<file path="src/rtl/mem_pkg.sv">
// Shared types and field positions for the MEM pipeline stage.
package mem_pkg;

    typedef enum logic [0:0] {
        StIdle   = 1'b0,
        StAccess = 1'b1
    } mem_state_e;

    localparam int unsigned WbW            = 12;
    localparam int unsigned WbRegWrite2Bit = 7;
    localparam int unsigned WbRegWrite1Bit = 3;
    localparam int unsigned CntW           = 8;

    // A squashed instruction keeps its fields but must not write the register file.
    function automatic logic [WbW-1:0] squash_wb(input logic [WbW-1:0] wb);
        logic [WbW-1:0] r;
        r                 = wb;
        r[WbRegWrite2Bit] = 1'b0;
        r[WbRegWrite1Bit] = 1'b0;
        return r;
    endfunction

endpackage

</file>
<file path="src/rtl/mem_timeout_counter.sv">
// Counts ACCESS cycles spent waiting for a memory ack and flags the last allowed one.
module mem_timeout_counter
    import mem_pkg::*;
#(
    parameter int unsigned TIMEOUT = 16
) (
    input  logic clk_i,
    input  logic rst_ni,
    input  logic clear_i,
    input  logic en_i,
    output logic tc_o
);

    logic [CntW-1:0] cnt_q, cnt_d;

    assign tc_o = (cnt_q == CntW'(TIMEOUT - 1));

    always_comb begin
        cnt_d = cnt_q;
        if (clear_i) begin
            cnt_d = '0;
        end else if (en_i && !tc_o) begin
            cnt_d = cnt_q + 1'b1;
        end
    end

    always_ff @(posedge clk_i or negedge rst_ni) begin
        if (!rst_ni) begin
            cnt_q <= '0;
        end else begin
            cnt_q <= cnt_d;
        end
    end

endmodule

</file>
<file path="src/rtl/mem_access.sv">
// MEM pipeline stage: issues one data-memory access per load/store, stalls until ack or timeout.
module mem_access
    import mem_pkg::*;
#(
    parameter int unsigned ADDR_W  = 32,
    parameter int unsigned TIMEOUT = 16
) (
    input  logic              clk,
    input  logic              reset,
    input  logic              valid_in,
    input  logic              memRd_in,
    input  logic              memWt_in,
    input  logic [ADDR_W-1:0] memAddr_in,
    input  logic [7:0]        storeData_in,
    input  logic [ADDR_W-1:0] aluOut_in,
    input  logic [WbW-1:0]    wb_in,
    output logic              stall,
    output logic              dmem_req,
    output logic              dmem_we,
    output logic [ADDR_W-1:0] dmem_addr,
    output logic [7:0]        dmem_wdata,
    input  logic              dmem_ack,
    input  logic [7:0]        dmem_rdata,
    output logic              mem_wb_valid,
    output logic [7:0]        mem_wb_loadData,
    output logic [ADDR_W-1:0] mem_wb_aluOut,
    output logic [WbW-1:0]    mem_wb_wb,
    output logic              mem_err
);

    mem_state_e        state_q, state_d;
    logic [ADDR_W-1:0] addr_q, addr_d;
    logic [7:0]        wdata_q, wdata_d;
    logic              we_q, we_d;
    logic              rd_q, rd_d;
    logic              err_q, err_d;
    logic              wbv_q, wbv_d;
    logic [7:0]        wbload_q, wbload_d;
    logic [ADDR_W-1:0] wbalu_q, wbalu_d;
    logic [WbW-1:0]    wbwb_q, wbwb_d;

    logic mem_op;
    logic tc;
    logic cnt_clear;
    logic cnt_en;

    assign mem_op    = valid_in & (memRd_in | memWt_in);
    assign cnt_clear = (state_q == StIdle) & mem_op;
    assign cnt_en    = (state_q == StAccess) & ~dmem_ack;

    mem_timeout_counter #(
        .TIMEOUT (TIMEOUT)
    ) u_timeout (
        .clk_i   (clk),
        .rst_ni  (reset),
        .clear_i (cnt_clear),
        .en_i    (cnt_en),
        .tc_o    (tc)
    );

    always_ff @(posedge clk or negedge reset) begin
        if (!reset) begin
            state_q <= StIdle;
        end else begin
            state_q <= state_d;
        end
    end

    always_comb begin
        state_d = state_q;
        unique case (state_q)
            StIdle:   if (mem_op) state_d = StAccess;
            StAccess: if (dmem_ack || tc) state_d = StIdle;
            default:  state_d = StIdle;
        endcase
    end

    always_comb begin
        stall    = 1'b0;
        dmem_req = 1'b0;
        unique case (state_q)
            StIdle:   stall = mem_op;
            StAccess: begin
                stall    = ~dmem_ack;
                dmem_req = 1'b1;
            end
            default:  stall = 1'b0;
        endcase
    end

    // MEM/WB reloads every cycle; the default is a bubble carrying the current inputs.
    always_comb begin
        addr_d   = addr_q;
        wdata_d  = wdata_q;
        we_d     = we_q;
        rd_d     = rd_q;
        err_d    = err_q;
        wbv_d    = 1'b0;
        wbload_d = 8'h00;
        wbalu_d  = aluOut_in;
        wbwb_d   = squash_wb(wb_in);
        unique case (state_q)
            StIdle: begin
                if (mem_op) begin
                    addr_d  = memAddr_in;
                    wdata_d = storeData_in;
                    we_d    = memWt_in;
                    rd_d    = memRd_in & ~memWt_in;
                    if (memRd_in && memWt_in) err_d = 1'b1;
                end else begin
                    wbv_d  = valid_in;
                    wbwb_d = wb_in;
                end
            end
            StAccess: begin
                if (dmem_ack) begin
                    wbv_d    = 1'b1;
                    wbwb_d   = wb_in;
                    wbload_d = rd_q ? dmem_rdata : 8'h00;
                end else if (tc) begin
                    wbv_d = 1'b1;
                    err_d = 1'b1;
                end
            end
            default: ;
        endcase
    end

    always_ff @(posedge clk or negedge reset) begin
        if (!reset) begin
            addr_q   <= '0;
            wdata_q  <= '0;
            we_q     <= 1'b0;
            rd_q     <= 1'b0;
            err_q    <= 1'b0;
            wbv_q    <= 1'b0;
            wbload_q <= '0;
            wbalu_q  <= '0;
            wbwb_q   <= '0;
        end else begin
            addr_q   <= addr_d;
            wdata_q  <= wdata_d;
            we_q     <= we_d;
            rd_q     <= rd_d;
            err_q    <= err_d;
            wbv_q    <= wbv_d;
            wbload_q <= wbload_d;
            wbalu_q  <= wbalu_d;
            wbwb_q   <= wbwb_d;
        end
    end

    assign dmem_we         = we_q;
    assign dmem_addr       = addr_q;
    assign dmem_wdata      = wdata_q;
    assign mem_err         = err_q;
    assign mem_wb_valid    = wbv_q;
    assign mem_wb_loadData = wbload_q;
    assign mem_wb_aluOut   = wbalu_q;
    assign mem_wb_wb       = wbwb_q;

endmodule

</file>
<file path="config.mk">
export PLATFORM = sky130hd
export DESIGN_NAME = mem_access
export DESIGN_NICKNAME = d
export VERILOG_FILES = /design/src/rtl/mem_pkg.sv /design/src/rtl/mem_timeout_counter.sv /design/src/rtl/mem_access.sv
export SDC_FILE = /design/constraint.sdc
export NUM_CORES = 1
export LEC_CHECK = 0
export BUFFER_PORTS_ARGS = -buffer_cell sky130_fd_sc_hd__buf_2
export CORE_MARGIN = 2
export CORE_UTILIZATION = 30
export CTS_BUF_LIST = sky130_fd_sc_hd__clkbuf_4
export CTS_CLUSTER_SIZE = 10
export DETAILED_ROUTE_END_ITERATION = 10
export GPL_ROUTABILITY_DRIVEN = 0
export PLACE_DENSITY_LB_ADDON = 0.15
export SLEW_MARGIN = 0
export SYNTH_ARGS = -nofsm -noshare
export SYNTH_HDL_FRONTEND = slang
export SYNTH_HIERARCHICAL = 1
export SYNTH_SLANG_ARGS = --single-unit
</file>
<file path="constraint.sdc">
create_clock -name clk -period 1.9 [get_ports clk]
set_clock_uncertainty 0.1 [all_clocks]
set_input_delay 0.095 -clock clk [delete_from_list [all_inputs] [get_ports clk]]
set_output_delay 0.095 -clock clk [all_outputs]
set_load 0.05 [all_outputs]
</file>
==> flow_summary.ini, run 1 <==
[outcome]
status = finished, final reports clean

[placement]
dpl_worst_slack_ps = 123.3
hpwl_mm = 5.994
port_buffers = 194
dpl_cell_area_um2 = 4916

[synthesis]
ys_seq_area_share_pct = 70.40
synth_top_area_cell = dfrtp_1
synthTopCellsByCount = 105 x dfrtp_1, 40 x mux2_4, 11 x a21oi_1
synth_fp_nets = 311
yosysMostFrequentCell = dfrtp_1
yosys_warnings = 6
synthCells = 212
yosys.area.top_type_share_pct = 70.40
async_flop_share_pct = 100.0
synth_edf_count = 0
syn_avg_cell_area_um2 = 17.61
synth_seq_cells = 105
synthTopCellsByArea = dfrtp_1 70%, mux2_4 16%, buf_12 2.1%
synth_area_um2 = 3732
ys.flop_type = dfrtp_1
synth.distinct_cells = 33

[drt]
routed_wl_mm = 9.374
drc_errors = 0
drt-pass1-iter-count = 6
ant_nets = 0
vias_per_cell = 4.177
drt_iter0_drc = 129
wire_per_inst_um = 13.47
num_vias = 2907

[layout]
final_nets = 622
design_area_um2 = 6108
diodes = 0
syn_to_final_growth_pct = 63.66
drive_gt1_share_pct = 51.33

[grt]
grt_pass1_wl_mm = 14.16
grt_max_degree = 57
antenna_found_initial = 0
gr-total-overflow = 0
grt_use_total_pct = 14.09
grt_pass1_vias = 2972

[timing]
worst_pin_slew_ps = 304.0
fin_setup_tns_ps = 0
final.setup.worst_slack_ps = 125.4
slew_viol_final = 0
period_needed_ps = 1775
fmax_mhz = 563.5
rsz0062_at_grt = no
finalHoldViolCount = 0
finalSetupViolCount = 0
slew_headroom_pct = 79.73
fin_crit_sh_pct = 93.40

[cts]
cts_max_level = 3
cts_root_buf = clkbuf_4
clock_sinks = 105
cts_tree = done
worstSkewPairLatency_ps = 470
clkTransAtPathRegs_ps = 150
cts-buffers-inserted = 9
max-clock-path-buffers = 2

[setup_path]
arrival_ps = 2080
setup.worst_path.start_class = flop
path_class = flop to flop
crit_path_max_fanout = 6
cpLargestDelayFamily = simple AND/OR/NAND/NOR gates
cp_slowest_cell = dfrtp_2
end_kind = flop
path_buf_inv = 1
worstPathCellList = or2b_1 -> inv_1 -> nand3_1 -> or4_1 -> a21oi_1
slowest_delay_ps = 430
regToRegSetupSlack_ps = 130
required_ps = 2210

[pwr]
power_frac_seq_pct = 44.7
p_leak_nw = 3.052
p_per_area_nw_per_um2 = 981.6
comb_power_share_pct = 36.7
clkPwrFrac_pct = 18.6
p_sw_mw = 2.269
p_int_mw = 3.727
swShare_pct = 37.84
ir_worst_vdd_v = 0.0004014

[floorplanning]
initial_utilization_pct = 30.94
fp-row-count = 40
die_h_um = 115.5
pin_count = 195
die-area_um2 = 13350
core_area_um2 = 12060
dieWidth_um = 115.5

[flow_run]
max_cap_violations = 0

[worst_hold_path]
hold_class = primary input to flop
timing repair:
item	in CTS	in global routing
resized for setup	0	1
buffers inserted	0	2
hold endpoints to repair	202	2
setup endpoints to repair	0	3
hold buffers	102	1
layout by cell type (no fill, tap or decap), types with 2 or more instances in the layout:
master	count
dfrtp_1	104
and3_2	3
nand4_1	2
o21ai_0	5
nor2_1	2
mux2_4	40
clkbuf_4	11
buf_12	4
or3_1	3
nand3_1	2
nand2b_1	2
clkinv_1	2
and2_1	8
buf_4	6
inv_1	3
a21oi_1	11
buf_2	192
dlygate4sd3_1	102
nand2_1	3
sequential cells by signal, summed over array words and instances, names as in the netlist, 8 cells and up:
name	flops
mem_wb_wb	12
u_timeout/cnt_q	8
mem_wb_aluOut	32
dmem_wdata	8
dmem_addr	32
mem_wb_loadData	8
final timing paths:
| kind | start | to | depth (start not counted) |
|---|---|---|---|
| hold reg to reg | dmem_wdata[4] | dmem_wdata[4] | 1 |
| setup / recovery | state_q | u_timeout/cnt_q[4] | 5 |
| min in group asynchronous | reset | mem_wb_aluOut[12] | 4 |
| hold / removal | aluOut_in[27] | mem_wb_aluOut[27] | 2 |
| setup reg to reg | state_q | u_timeout/cnt_q[4] | 5 |
| max in group asynchronous | reset | state_q | 4 |
power groups by stage:
| stage | registers, mW | clock network, mW | logic (mW) |
|---|---|---|---|
| 6_report | 2.68 | 1.12 | 2.20 |
| 5_1_grt | 2.72 | 1.30 | 2.31 |
| 2_1_floorplan | 3.71 | 0 | 0.503 |
| 3_3_place_gp | 2.72 | 0 | 2.01 |
| 4_1_cts | 2.68 | 1.20 | 2.20 |
| 3_5_place_dp | 2.72 | 0 | 2.02 |
logic make-up after synthesis:
group,share of synthesized area [%]
simple gates,5.800
compound gates,3.922
flops,70.40
buf+inv,2.883
mux,16.66
fa+ha+maj,0.3352
area by class of cell:
cell class                 instances  area [um2]
fill                            1047        5953
sequential                       105        2629
timing repair buffer             305        2115
multi-input combinational         97       997.2
tap                              168       210.2
clock buffer                      10       75.07
clock inverter                     6       58.81
inverter                           5       23.77
metrics by stage:
stage	std cells	total power [mW]	utilization (%)	hold slack, ps
final	696	5.996	50.64	153.4
after global routing	696	6.324	50.64	82.59
after CTS	693	6.080	50.41	10.37
after detailed placement	575	4.738	40.76	-38.98
after global placement	575	4.729	40.76	-36.10
after floorplan	212	4.216	-	-300.6
layer usage:
layer	track usage [%]	wire [um]	vias to the layer above
li1	-	-	1355
met1	15.53	3773	1422
met2	24.48	4649	114
met3	5.178	758	16
met4	5.944	194	0
met5	0	0	-
Note: power is estimated with default switching activity, not from simulation.
==> inputs of run 2 (changes only) <==
--- a/config.mk
+++ b/config.mk
@@ -5,13 +5,14 @@
 export SDC_FILE = /design/constraint.sdc
 export NUM_CORES = 1
 export LEC_CHECK = 0
-export BUFFER_PORTS_ARGS = -buffer_cell sky130_fd_sc_hd__buf_2
+export BUFFER_PORTS_ARGS = -buffer_cell sky130_fd_sc_hd__clkbuf_2
 export CORE_MARGIN = 2
 export CORE_UTILIZATION = 30
 export CTS_BUF_LIST = sky130_fd_sc_hd__clkbuf_4
 export CTS_CLUSTER_SIZE = 10
 export DETAILED_ROUTE_END_ITERATION = 10
 export GPL_ROUTABILITY_DRIVEN = 0
+export MAX_ROUTING_LAYER = met4
 export PLACE_DENSITY_LB_ADDON = 0.15
 export SLEW_MARGIN = 0
 export SYNTH_ARGS = -nofsm -noshare
==> run 2 against run 1 <==
Register-to-register slack improved by 20 ps. Die area did not move. Flip-flop and latch count unchanged. Clock-buffer cell count unchanged. Sequential share of layout area is 0.13 points higher. Worst hold slack gained 22 ps. Clock power shrank 11%. Fmax rose by 1.1%. Global-route usage is 0.30 points higher. Largest power group unchanged.
==> flow_summary.ini, run 2 (synthesized netlist as in run 1, its figures left out) <==
[setup_path]
worstPathCellList = or2b_4 -> inv_2 -> nand4_1 -> or3_1 -> a21oi_1
path_class = flop to flop
slowest_delay_ps = 450
crit_path_max_fanout = 6
rr_worst_depth = 5
cpLargestDelayFamily = simple AND/OR/NAND/NOR gates
arrival_ps = 2040
cp_num_cells = 5
path_buf_inv = 1
end_kind = flop
cp_slowest_cell = dfrtp_2
setup.worst_path.start_class = flop
required_ps = 2180

[timing]
fin_setup_tns_ps = 0
worst_pin_slew_ps = 302.7
fin_crit_sh_pct = 92.43
slew_viol_final = 0
fmax_mhz = 569.4
period_needed_ps = 1756
hold_slack_ps = 175.0
slew_headroom_pct = 79.82
finalHoldViolCount = 0
rsz0062_at_grt = no
finalSetupViolCount = 0

[layout]
diodes = 0
final_cell_mix = 192 x clkbuf_2, 104 x dfrtp_1, 102 x dlygate4sd3_1
layout_commonest_cell = clkbuf_2
drive_gt1_share_pct = 51.80
nFillCells = 1048
final_nets = 621
syn_to_final_growth_pct = 63.16

[drt]
drt_iter0_drc = 85
wire_per_inst_um = 13.06
drc_errors = 0
num_vias = 2860
drt-pass1-iter-count = 4
ant_nets = 0
routed_wl_mm = 9.077
vias_per_cell = 4.115

[placement]
port_buffers = 194
hpwl_mm = 5.955

[grt]
grt_pass1_wl_mm = 14.22
gr-total-overflow = 0
grt_max_degree = 57
grt_pass1_vias = 2964
grt_use_total_pct = 14.38
antenna_found_initial = 0

[floorplanning]
initial_utilization_pct = 30.94
dieWidth_um = 115.5
die_h_um = 115.5
pin_count = 195
core_area_um2 = 12060
die-area_um2 = 13350
fp-row-count = 40

[worst_hold_path]
hold_depth = 2
hold_class = primary input to flop

[pwr]
ir_worst_vdd_v = 0.0004218
total_power_mw = 5.885
p_per_area_nw_per_um2 = 966.4
p_leak_nw = 3.077

[cts]
cts_tree = done
clock_sinks = 105
cts_max_level = 3
worstSkewPairLatency_ps = 450
clkTransAtPathRegs_ps = 150
cts-buffers-inserted = 9
max-clock-path-buffers = 2
cts_root_buf = clkbuf_4

[outcome]
status = finished, final reports clean

[flow_run]
max_cap_violations = 0
## run 2: cell types whose count changed in the layout (fill, tap and decap cells not counted), sizes merged
cell and change:
buf -193, clkbuf +192, bufinv -1, clkinv +1
clkinvlp -1, inv +1
## run 2: per-layer routing
| metal | part of all wire, % | up-vias | global-route usage, % |
|---|---|---|---|
| met1 | 41 | 1376 | 16.20 |
| met4 | 1.0 | 0 | 4.177 |
| met2 | 51 | 120 | 23.98 |
| met5 | 0 | - | - |
| met3 | 7.5 | 11 | 5.335 |
| li1 | - | 1353 | - |
## run 2: power by group
| part | internal (mW) | total, mW | switching (mW) |
|---|---|---|---|
| clock network | 0.290 | 1.00 | 0.712 |
| registers | 2.53 | 2.69 | 0.160 |
| logic | 0.779 | 2.19 | 1.41 |
## run 2: area by class of cell
| type | instances | area (um2) | area share, % |
|---|---|---|---|
| inverter | 5 | 23.77 | 0.3904 |
| timing repair buffer | 304 | 2107 | 34.60 |
| clock inverter | 6 | 43.79 | 0.7191 |
| multi-input combinational | 97 | 1001 | 16.44 |
| sequential | 105 | 2629 | 43.17 |
| tap | 168 | 210.2 | 3.452 |
| clock buffer | 10 | 75.07 | 1.233 |
## run 2: timing repair
action,4_1_cts,5_1_grt
hold endpoints to repair,202,0
resized for setup,0,4
setup buffers,0,1
hold buffers,103,0
endpoints found under the setup margin,0,4
## run 2: path summary, 6_finish.rpt
check / slack (ps) / endpoint / start
setup / recovery: 140 / u_timeout/cnt_q[7] / state_q
hold / removal: 180 / mem_wb_wb[11] / wb_in[11]
setup reg to reg: 140 / u_timeout/cnt_q[7] / state_q
hold reg to reg: 430 / dmem_addr[24] / dmem_addr[24]
max in group asynchronous: 790 / mem_wb_wb[4] / reset
min in group asynchronous: 580 / dmem_wdata[5] / reset
## run 2: per-stage QoR
stage	setup slack, ps	area (um2)	instances	utilization [%]
floorplan	7.579	3734	212	-
global placement	161.7	4916	575	40.76
detailed placement	126.7	4916	575	40.76
CTS	44.99	6076	694	50.37
global route	33.80	6090	695	50.49
finish	143.9	6090	695	50.49
